--- config.mk ---
export PLATFORM = sky130hd
export DESIGN_NAME = fetch_stage_flat
export DESIGN_NICKNAME = d
export VERILOG_FILES = /design/src/rtl/fetch_pkg.sv /design/src/rtl/fetch_if.sv /design/src/rtl/fetch_fifo.sv /design/src/rtl/fetch_stage.sv /design/src/flat_wrapper.sv
export SDC_FILE = /design/constraint.sdc
export NUM_CORES = 1
export LEC_CHECK = 0
export ABC_AREA = 1
export CORE_MARGIN = 2
export CORE_UTILIZATION = 25
export CTS_CLUSTER_SIZE = 30
export DETAILED_ROUTE_END_ITERATION = 7
export PLACE_DENSITY = 0.41
export SLEW_MARGIN = 0
export SYNTH_ARGS = -nofsm -noshare
export SYNTH_HDL_FRONTEND = slang
export SYNTH_SLANG_ARGS = --single-unit
export TNS_END_PERCENT = 1
--- constraint.sdc ---
create_clock -name clk -period 5 [get_ports clk]
set_input_delay 0.75 -clock clk [delete_from_list [all_inputs] [get_ports clk]]
set_output_delay 0.75 -clock clk [all_outputs]
set_load 0.005 [all_outputs]
--- src/rtl/fetch_pkg.sv ---
// Shared types and constants for the instruction-fetch stage.
package fetch_pkg;
  localparam logic [31:0] FETCH_RESET_PC = 32'h0000_0000;
  localparam logic [31:0] NOP_INSTR      = 32'h0000_0013;

  typedef struct packed {
    logic [31:0] pc;
    logic [31:0] instr;
  } fetch_entry_t;

  typedef struct packed {
    logic [31:0] pc;
    logic        epoch;
  } fetch_tag_t;

  typedef enum logic {
    ST_RUN  = 1'b0,
    ST_TRAP = 1'b1
  } fetch_state_t;
endpackage

--- src/rtl/fetch_if.sv ---
// Redirect, instruction-memory and decode-side signals of the fetch stage.
// id_misalign exists only when FETCH_MISALIGN_CHK_EN is defined.
interface fetch_if;
  logic        redirect_valid;
  logic [31:0] redirect_pc;
  logic        imem_req_valid;
  logic        imem_req_ready;
  logic [31:0] imem_req_addr;
  logic        imem_rsp_valid;
  logic [31:0] imem_rsp_data;
  logic        id_valid;
  logic        id_ready;
  logic [31:0] id_pc;
  logic [31:0] id_instr;
`ifdef FETCH_MISALIGN_CHK_EN
  logic        id_misalign;
`endif

  modport master (
    input  redirect_valid, redirect_pc, imem_req_ready, imem_rsp_valid, imem_rsp_data, id_ready,
    output imem_req_valid, imem_req_addr, id_valid, id_pc, id_instr
`ifdef FETCH_MISALIGN_CHK_EN
    , output id_misalign
`endif
  );

  modport slave (
    output redirect_valid, redirect_pc, imem_req_ready, imem_rsp_valid, imem_rsp_data, id_ready,
    input  imem_req_valid, imem_req_addr, id_valid, id_pc, id_instr
`ifdef FETCH_MISALIGN_CHK_EN
    , input id_misalign
`endif
  );
endinterface

--- src/rtl/fetch_fifo.sv ---
// Synchronous FIFO with synchronous clear; push while full is accepted when a pop happens too.
module fetch_fifo #(
  parameter int WIDTH = 32,
  parameter int DEPTH = 2
) (
  input  logic                     clk,
  input  logic                     rst,
  input  logic                     i_clear,
  input  logic                     i_push,
  input  logic [WIDTH-1:0]         i_wdata,
  input  logic                     i_pop,
  output logic [WIDTH-1:0]         o_rdata,
  output logic                     o_empty,
  output logic [$clog2(DEPTH):0]   o_count
);
  localparam int AW = $clog2(DEPTH);
  localparam logic [AW-1:0] PTR_ONE = AW'(1);
  localparam logic [AW:0]   CNT_ONE = (AW+1)'(1);
  localparam logic [AW:0]   FULL_C  = (AW+1)'(DEPTH);

  logic [WIDTH-1:0] r_mem [DEPTH];
  logic [AW-1:0]    r_wr, r_rd;
  logic [AW:0]      r_cnt;
  logic             w_pop, w_push;

  assign w_pop   = i_pop && (r_cnt != '0);
  assign w_push  = i_push && ((r_cnt != FULL_C) || w_pop);
  assign o_rdata = r_mem[r_rd];
  assign o_empty = (r_cnt == '0);
  assign o_count = r_cnt;

  always_ff @(posedge clk or posedge rst) begin
    if (rst) begin
      r_wr  <= '0;
      r_rd  <= '0;
      r_cnt <= '0;
    end else if (i_clear) begin
      r_wr  <= '0;
      r_rd  <= '0;
      r_cnt <= '0;
    end else begin
      if (w_push) r_wr <= r_wr + PTR_ONE;
      if (w_pop)  r_rd <= r_rd + PTR_ONE;
      if (w_push && !w_pop)      r_cnt <= r_cnt + CNT_ONE;
      else if (!w_push && w_pop) r_cnt <= r_cnt - CNT_ONE;
    end
  end

  always_ff @(posedge clk) begin
    if (w_push && !i_clear) r_mem[r_wr] <= i_wdata;
  end
endmodule

--- src/rtl/fetch_stage.sv ---
// Instruction fetch: PC owner, credit-limited imem requests, epoch-squashed responses.
// Optional FETCH_MISALIGN_CHK_EN adds a trap state for misaligned redirect targets.
module fetch_stage import fetch_pkg::*; #(
  parameter logic [31:0] RESET_PC = FETCH_RESET_PC,
  parameter int          DEPTH    = 2
) (
  input logic      clk,
  input logic      rst,
  fetch_if.master  bus
);
  localparam int CW = $clog2(DEPTH) + 1;
  localparam int UW = CW + 1;
  localparam logic [UW-1:0] DEPTH_U = UW'(DEPTH);

  logic [31:0]   r_fetch_pc, r_req_addr;
  logic          r_epoch, r_req_epoch, r_pending, r_stale;
  logic [CW-1:0] w_inflight, w_outq_cnt;
  logic [UW-1:0] w_used;
  fetch_tag_t    w_tag_wr, w_tag_rd;
  fetch_entry_t  w_ent_wr, w_ent_rd;
  logic          w_tag_empty, w_out_empty;
  logic          w_redir, w_run, w_issue_ok, w_req_valid, w_accept;
  logic          w_rsp, w_out_push, w_out_pop;
  logic [31:0]   w_redir_pc;

  assign w_redir = bus.redirect_valid;
  assign w_used  = UW'(w_inflight) + UW'(w_outq_cnt);

  assign w_out_pop  = w_run && !w_out_empty && !w_redir && bus.id_ready;
  assign w_issue_ok = !rst && w_run && !w_redir &&
                      ((w_used < DEPTH_U) || ((w_used == DEPTH_U) && w_out_pop));
  // A raised-but-unaccepted request stays up, even across a redirect.
  assign w_req_valid = r_pending || w_issue_ok;
  assign w_accept    = w_req_valid && bus.imem_req_ready;

  assign bus.imem_req_valid = w_req_valid;
  assign bus.imem_req_addr  = r_pending ? r_req_addr : r_fetch_pc;

  assign w_tag_wr   = '{pc: bus.imem_req_addr, epoch: (r_pending ? r_req_epoch : r_epoch)};
  assign w_rsp      = bus.imem_rsp_valid && !w_tag_empty;
  assign w_out_push = w_rsp && (w_tag_rd.epoch == r_epoch) && !w_redir;
  assign w_ent_wr   = '{pc: w_tag_rd.pc, instr: bus.imem_rsp_data};

  always_ff @(posedge clk or posedge rst) begin
    if (rst) begin
      r_fetch_pc  <= RESET_PC;
      r_epoch     <= 1'b0;
      r_req_addr  <= RESET_PC;
      r_req_epoch <= 1'b0;
      r_pending   <= 1'b0;
      r_stale     <= 1'b0;
    end else begin
      if (w_redir) begin
        r_fetch_pc <= w_redir_pc;
        r_epoch    <= ~r_epoch;
      end else if (w_accept && !r_stale) begin
        r_fetch_pc <= r_fetch_pc + 32'd4;
      end
      if (w_issue_ok && !r_pending) begin
        r_req_addr  <= r_fetch_pc;
        r_req_epoch <= r_epoch;
      end
      r_pending <= w_req_valid && !bus.imem_req_ready;
      // Stale: a redirect moved fetch_pc while this request waited, so its acceptance must not advance it.
      r_stale   <= w_req_valid && !bus.imem_req_ready && (r_stale || w_redir);
    end
  end

  fetch_fifo #(.WIDTH($bits(fetch_tag_t)), .DEPTH(DEPTH)) u_tag_fifo (
    .clk     (clk),
    .rst     (rst),
    .i_clear (1'b0),
    .i_push  (w_accept),
    .i_wdata (w_tag_wr),
    .i_pop   (w_rsp),
    .o_rdata (w_tag_rd),
    .o_empty (w_tag_empty),
    .o_count (w_inflight)
  );

  fetch_fifo #(.WIDTH($bits(fetch_entry_t)), .DEPTH(DEPTH)) u_out_fifo (
    .clk     (clk),
    .rst     (rst),
    .i_clear (w_redir),
    .i_push  (w_out_push),
    .i_wdata (w_ent_wr),
    .i_pop   (w_out_pop),
    .o_rdata (w_ent_rd),
    .o_empty (w_out_empty),
    .o_count (w_outq_cnt)
  );

`ifdef FETCH_MISALIGN_CHK_EN
  fetch_state_t r_state;
  logic [31:0]  r_trap_pc;
  logic         w_trap;

  always_ff @(posedge clk or posedge rst) begin
    if (rst) begin
      r_state   <= ST_RUN;
      r_trap_pc <= '0;
    end else if (w_redir) begin
      r_trap_pc <= bus.redirect_pc;
      case (r_state)
        ST_RUN:  if (bus.redirect_pc[1:0] != 2'b00) r_state <= ST_TRAP;
        ST_TRAP: if (bus.redirect_pc[1:0] == 2'b00) r_state <= ST_RUN;
        default: r_state <= ST_RUN;
      endcase
    end
  end

  assign w_trap          = (r_state == ST_TRAP);
  assign w_run           = !w_trap;
  assign w_redir_pc      = bus.redirect_pc;
  assign bus.id_valid    = !w_redir && (w_trap || !w_out_empty);
  assign bus.id_pc       = w_trap ? r_trap_pc : (w_out_empty ? '0 : w_ent_rd.pc);
  assign bus.id_instr    = w_trap ? NOP_INSTR : (w_out_empty ? '0 : w_ent_rd.instr);
  assign bus.id_misalign = w_trap;
`else
  assign w_run        = 1'b1;
  assign w_redir_pc   = bus.redirect_pc & 32'hFFFF_FFFC;
  assign bus.id_valid = !w_redir && !w_out_empty;
  assign bus.id_pc    = w_out_empty ? '0 : w_ent_rd.pc;
  assign bus.id_instr = w_out_empty ? '0 : w_ent_rd.instr;
`endif
endmodule

--- src/flat_wrapper.sv ---
// flat-port wrapper written by rule: the top's interface ports become plain ports
module fetch_stage_flat import fetch_pkg::*;
#(
  parameter logic [31:0] RESET_PC = FETCH_RESET_PC,
  parameter int          DEPTH    = 2
)
  (clk, rst, bus_redirect_valid, bus_redirect_pc, bus_imem_req_ready, bus_imem_rsp_valid, bus_imem_rsp_data, bus_id_ready, bus_imem_req_valid, bus_imem_req_addr, bus_id_valid, bus_id_pc, bus_id_instr);
  fetch_if bus_i ();
  input logic clk;
  input logic rst;
  input wire logic [$bits(bus_i.redirect_valid)-1:0] bus_redirect_valid;
  input wire logic [$bits(bus_i.redirect_pc)-1:0] bus_redirect_pc;
  input wire logic [$bits(bus_i.imem_req_ready)-1:0] bus_imem_req_ready;
  input wire logic [$bits(bus_i.imem_rsp_valid)-1:0] bus_imem_rsp_valid;
  input wire logic [$bits(bus_i.imem_rsp_data)-1:0] bus_imem_rsp_data;
  input wire logic [$bits(bus_i.id_ready)-1:0] bus_id_ready;
  output wire logic [$bits(bus_i.imem_req_valid)-1:0] bus_imem_req_valid;
  output wire logic [$bits(bus_i.imem_req_addr)-1:0] bus_imem_req_addr;
  output wire logic [$bits(bus_i.id_valid)-1:0] bus_id_valid;
  output wire logic [$bits(bus_i.id_pc)-1:0] bus_id_pc;
  output wire logic [$bits(bus_i.id_instr)-1:0] bus_id_instr;
  assign bus_i.redirect_valid = bus_redirect_valid;
  assign bus_i.redirect_pc = bus_redirect_pc;
  assign bus_i.imem_req_ready = bus_imem_req_ready;
  assign bus_i.imem_rsp_valid = bus_imem_rsp_valid;
  assign bus_i.imem_rsp_data = bus_imem_rsp_data;
  assign bus_i.id_ready = bus_id_ready;
  assign bus_imem_req_valid = bus_i.imem_req_valid;
  assign bus_imem_req_addr = bus_i.imem_req_addr;
  assign bus_id_valid = bus_i.id_valid;
  assign bus_id_pc = bus_i.id_pc;
  assign bus_id_instr = bus_i.id_instr;
  fetch_stage #(.RESET_PC(RESET_PC), .DEPTH(DEPTH)) u_core (.clk(clk), .rst(rst), .bus(bus_i));
endmodule
## Yosys cells after proc, flatten, opt, wreduce, memory -nomap -nowiden

Memory sizes are Yosys's and may differ from the RTL's.
Index checks and enable logic that the tools add are counted.

- $lt $le $gt $ge: 1
- Multiplexer cells: 19
- Add/sub/neg operators: 10
- Equal/unequal tests: 4
- Bitwise gates (word level): 1
- Reductions and logical operators: 47

Operators by type and width:

| cell | number |
|---|---|
| $mux W32 | 5 |
| $add A32 B3 Y32 const B | 1 |
| $logic_and A1 B1 Y1 | 22 |
| $reduce_bool A2 Y1 | 6 |
| $logic_not A1 Y1 | 11 |
| $mux W2 | 5 |
| $mux W1 | 9 |
| $logic_or A1 B1 Y1 | 5 |
| $add A1 B1 Y1 const B | 4 |
| $add A2 B1 Y2 const B | 2 |
| $logic_not A2 Y1 | 2 |
| $ne A2 B2 Y1 const B | 2 |
| $sub A2 B1 Y2 const B | 2 |
| $add A2 B2 Y3 | 1 |
| $eq A3 B2 Y1 const B | 1 |
| $lt A3 B2 Y1 const B | 1 |
| $reduce_bool A3 Y1 | 1 |
| $eq A1 B1 Y1 | 1 |
| $not A1 Y1 | 1 |

- Output and inout bits: 98
- Flip-flop bits (word level): 76
- Memories: 2
- Memory bits (writable): 194
- Input bits: 70

Memory list:

| name | depth | bits a word | rd ports | clocked after memory_dff | wr ports | RTL line | source |
|---|---|---|---|---|---|---|---|
| u_core.u_out_fifo.r_mem | 2 | 64 | 1 | 0 | 1 | fetch_fifo.sv:21 | `logic [WIDTH-1:0] r_mem [DEPTH];` |
| u_core.u_tag_fifo.r_mem | 2 | 33 | 1 | 0 | 1 | fetch_fifo.sv:21 |  |

## Longest topological paths before layout

- Word-level depth: 14
- Gate-level depth with buffers: 12

## Modules after synthesis

A second synthesis with hierarchy kept.

- Cell total of the unflattened synthesis: 1350
- Area, all modules: 12391.9 um2

By module, submodules not included:

| module | instances | cells an instance | area each (um2) |
|---|---|---|---|
| fetch_fifo (u_core.u_out_fifo) | 1 | 374 | 4909.7 |
| fetch_stage | 1 | 764 | 4805.9 |
| fetch_fifo (u_core.u_tag_fifo) | 1 | 212 | 2676.3 |

## Worst setup path before layout

No wires, ideal clock.

- Path type: input -> register
- Start: in bus_redirect_valid
- End: mem u_core.u_out_fifo.r_mem[0][0] (netlist bit), enable pin
- Arrival time: 3.888 ns
- Required time: 4.518 ns
- Path slack: 0.630 ns
- Cell stages on the path: 8
- Path through: buf_6 -> inv_4 -> nand3_1 -> inv_1 -> nand2_1 -> inv_1 -> o21ai_1 -> nor2_1

- Word-level cells in the longest chain between the ends: 9

RTL lines:

| item | RTL line | source |
|---|---|---|
| start: declaration | flat_wrapper.sv:11 | `input wire logic [$bits(bus_i.redirect_valid)-1:0] bus_redirect_valid;` |
| $logic_not A1 Y1 * | fetch_fifo.sv:50, fetch_stage.sv:29, fetch_stage.sv:41 |  |
| $logic_and A1 B1 Y1 (2 in a row) | fetch_stage.sv:29 | `assign w_out_pop = w_run && !w_out_empty && !w_redir && bus.id_ready;` |
| $logic_and A1 B1 Y1 | fetch_fifo.sv:26 | `assign w_pop = i_pop && (r_cnt != '0);` |
| $logic_or A1 B1 Y1 | fetch_fifo.sv:27 | `assign w_push = i_push && ((r_cnt != FULL_C) \|\| w_pop);` |
| $logic_and A1 B1 Y1 | fetch_fifo.sv:27 |  |
| $logic_and A1 B1 Y1 * | fetch_fifo.sv:50 | `if (w_push && !i_clear) r_mem[r_wr] <= i_wdata;` |
| $mux W1 * | fetch_fifo.sv:50 |  |
| $mux W1 (not written as such) * | fetch_fifo.sv:50 |  |
| end: declaration | fetch_fifo.sv:21 |  |

Every way passes the cells marked *; elsewhere a longest branch is shown, timed or not.

## Worst setup path after layout

- Start: reg u_core.r_pending
- End: out bus_imem_req_addr[12]

- Word-level cells in the longest chain between the ends: 1

RTL lines:

| item | RTL line | source |
|---|---|---|
| start: declaration | fetch_stage.sv:16 | `logic r_epoch, r_req_epoch, r_pending, r_stale;` |
| start signal: assignment | fetch_stage.sv:63 | `r_pending <= w_req_valid && !bus.imem_req_ready;` |
| $mux W32 | fetch_stage.sv:37 | `assign bus.imem_req_addr = r_pending ? r_req_addr : r_fetch_pc;` |
| end: declaration | flat_wrapper.sv:18 | `output wire logic [$bits(bus_i.imem_req_addr)-1:0] bus_imem_req_addr;` |

Every way passes these cells.

==> results.json <==
{
  "outcome": "finished, final reports clean",
  "grt_pass1_wl_um": 47680,
  "dieWidth_um": 219.8,
  "num_antenna_cells": 0,
  "ys_seq_area_share_pct": 63.47,
  "wl_met2_um": 13930,
  "r2r_slack_ns": 1.89,
  "post-route-period-util_pct": 76.24,
  "rows": 79,
  "netlist_area_mm2": 0.01164,
  "dp_hpwl_um": 20400,
  "power.density_mw_per_mm2": 539.9,
  "htreeDepth": 1,
  "drc": 0,
  "max_freq_mhz": 262.3,
  "rr_worst_depth": 11,
  "hold_buffers": 0,
  "grt_pass1_vias": 7894,
  "synthArstFlopShare_pct": 27.91,
  "leakage_nw": 5.753,
  "pre_cts_slack_ns": 1.704,
  "hold-path-cell-count": 2,
  "wl_met1_um": 14670,
  "synth_top_area_share_pct": 47.99,
  "yosys-top-cells-area": "edfxtp_1, nand2_1, dfrtp_1, o21ai_0, a21oi_1",
  "yosysWarnings": 0,
  "multi_input_area_mm2": 0.003547,
  "syn_area_per_cell_um2": 9.611,
  "routedWlPerCell_um": 15.81,
  "grt.overflow.total": 0,
  "holdPathEnd": "u_core.r_req_addr[13]$_DFFE_PP0P_",
  "dr_wl_met3_um": 1491,
  "setup_slack_ns": 1.188,
  "dr.pass1.iters": 4,
  "crit_path_end_kind": "output pin",
  "yosysMostFrequentCell": "nand2_1",
  "antenna_found_initial": 0,
  "hold_path.class": "reg2reg",
  "synth_top_cell_by_area": "edfxtp_1",
  "core_area_mm2": 0.04626,
  "whs_ns": 0.4814,
  "io_buffers": 161,
  "highest_layer": "met4",
  "r2r-end": "u_core.u_out_fifo.r_mem[0][49]$_DFFE_PP_",
  "syn_to_final_growth_pct": 25.68,
  "numCtsBuffers": 31,
  "fp.dieH_um": 219.8,
  "max_slew_margin_pct": 32.06,
  "post-route-min-period_ns": 3.812,
  "critPathLaunchType": "flop",
  "route.vias.total": 8224,
  "reg2reg_from": "u_core.u_tag_fifo.r_rd$_DFFE_PP0P_",
  "root_buffer": "clkbuf_16",
  "drive_above_1_share_pct": 7.021,
  "synth_ff_type": "edfxtp_1",
  "cts_resized": 0,
  "gp_congestion": 0.8715,
  "setup_violations": 0,
  "crit_required_ns": 4.25,
  "worstHoldStart": "u_core.r_req_addr[13]$_DFFE_PP0P_",
  "via_per_inst": 4.196,
  "fin_skew_ns": 0.01569,
  "syn_inst": 1211,
  "initial_core_util_pct": 25.16,
  "rsz0062_at_grt": "false",
  "p_total_mw": 7.898,
  "cts_tree": "yes",
  "final_core_utilization_pct": 31.62,
  "fin_cells": 1960,
  "clkSinkCount": 258,
  "seq_area_mm2": 0.007388,
  "fillers": 4811,
  "clockBufferDepth": 3,
  "drtIter0Drc": 379,
  "post_cts_buffers": 0,
  "irDropWorstVdd_mv": 0.2499,
  "maxSlewViolCount": 0,
  "pin_count": 168,
  "synth-seq-cells": 258,
  "placed_area_mm2": 0.01363,
  "dp_cells": 1905,
  "tightest_slew_ns": 1.019,
  "grt_start_max_net_pins": 63,
  "synth_cell_types": 31,
  "crit_type": "reg2out",
  "tns_ns": 0,
  "synth_edf_count": 186,
  "insertion_delay_ns": 0.58,
  "maxCapViolCount": 0,
  "grt.total_usage_pct": 12.82,
  "totalWireLength_um": 30990,
  "yosys-top-cells-count": "nand2_1, edfxtp_1, o21ai_0",
  "antenna_left": 0,
  "fp.dieArea_mm2": 0.04830,
  "fin_area_mm2": 0.01463,
  "cp_max_fo": 39,
  "nets": 1405,
  "critPathArrivalTime_ns": 3.06,
  "clk_pin_slew_worst_paths_ns": 0.06,
  "timing_hold_violations_final": 0
}
[cell families (layout without fill, tap and decap cells)]
| kind of cell | count (synthesis) | count (layout) | synth area share [%] |
|---|---|---|---|
| and+or+nand+nor | 638 | 638 | 22.38 |
| DFF | 258 | 258 | 63.47 |
| buffers and inverters | 151 | 290 | 6.321 |
| AOI/OAI and AO/OA | 146 | 146 | 6.321 |
| xor gates and xnor gates | 13 | 13 | 0.9783 |
| adders and majority gates | 4 | 4 | 0.4946 |
| other | 1 | 4 | 0.03222 |
[critical path: stages, from the launching register on]
cell	delay, ns
dfrtp_1	0.76
buf_4	0.40
o21ai_0	0.68
clkdlybuf4s50_1	0.64
[layout make-up]
cell class | instances | share of cell area (%)
Clock buffer | 41 | 5.697
Multi-Input combinational cell | 805 | 24.25
Tap cell | 607 | 5.192
Inverter | 62 | 1.608
Clock inverter | 14 | 1.146
Timing Repair Buffer | 173 | 11.60
Sequential cell | 258 | 50.51
[worst max-delay path by stage]
stage	end	slack, ns	start
after floorplan	u_core.u_out_fifo.r_mem[0][0]$_DFFE_PP_	0.63	bus_redirect_valid
after global placement	u_core.u_out_fifo.r_mem[0][9]$_DFFE_PP_	1.73	bus_redirect_valid
after detailed placement	bus_imem_req_addr[12]	1.70	u_core.r_pending$_DFF_PP0_
after CTS	bus_imem_req_addr[11]	1.08	u_core.r_pending$_DFF_PP0_
after global routing	bus_imem_req_addr[12]	0.97	u_core.r_pending$_DFF_PP0_
final	bus_imem_req_addr[12]	1.19	u_core.r_pending$_DFF_PP0_
[power by group]
part / switching, mW / internal [mW]
sequential: 0.241 / 2.84
combinational: 1.56 / 1.04
clock: 0.885 / 1.32
total: 2.69 / 5.21
[registers in the layout, summed over array words and instances (netlist names)]
register	flops
u_core.u_out_fifo.r_mem	124
u_core.r_stale	1
u_core.u_tag_fifo.r_rd	1
u_core.u_out_fifo.r_rd	1
u_core.u_tag_fifo.r_wr	1
u_core.u_tag_fifo.o_count	2
u_core.r_pending	1
u_core.u_out_fifo.r_wr	1
u_core.u_tag_fifo.r_mem	62
u_core.u_out_fifo.o_count	2
u_core.r_epoch	1
u_core.r_fetch_pc	30
u_core.r_req_addr	30
u_core.r_req_epoch	1
[cells in the final DEF (no fill, tap or decap), types with 2 or more instances in the layout]
master and count:
nand2_1 512, edfxtp_1 186, clkdlybuf4s50_1 160, o21ai_0 77, dfrtp_1 71, a21oi_1 65, nand3_1 55, inv_1 54
nor2_1 36, clkbuf_16 31, xor2_1 12, buf_4 12, nor2_2 8, clkbuf_1 8, nand2_2 7, nor2_4 7
nand4_1 6, inv_2 6, clkinv_2 5, conb_1 4, nand3_2 3, clkinv_1 3, ha_1 3, bufinv_16 3
o21ai_1 2, nand2_4 2, o31ai_1 2, inv_6 2, clkbuf_8 2
[layer usage]
layer  up-vias  global-route usage (%)
met4         0                   4.004
met1      3805                   17.70
met5         -                       0
met2       190                   20.30
met3        49                   2.415
li1       4180                       -
Power figures use the tool's default switching activity.
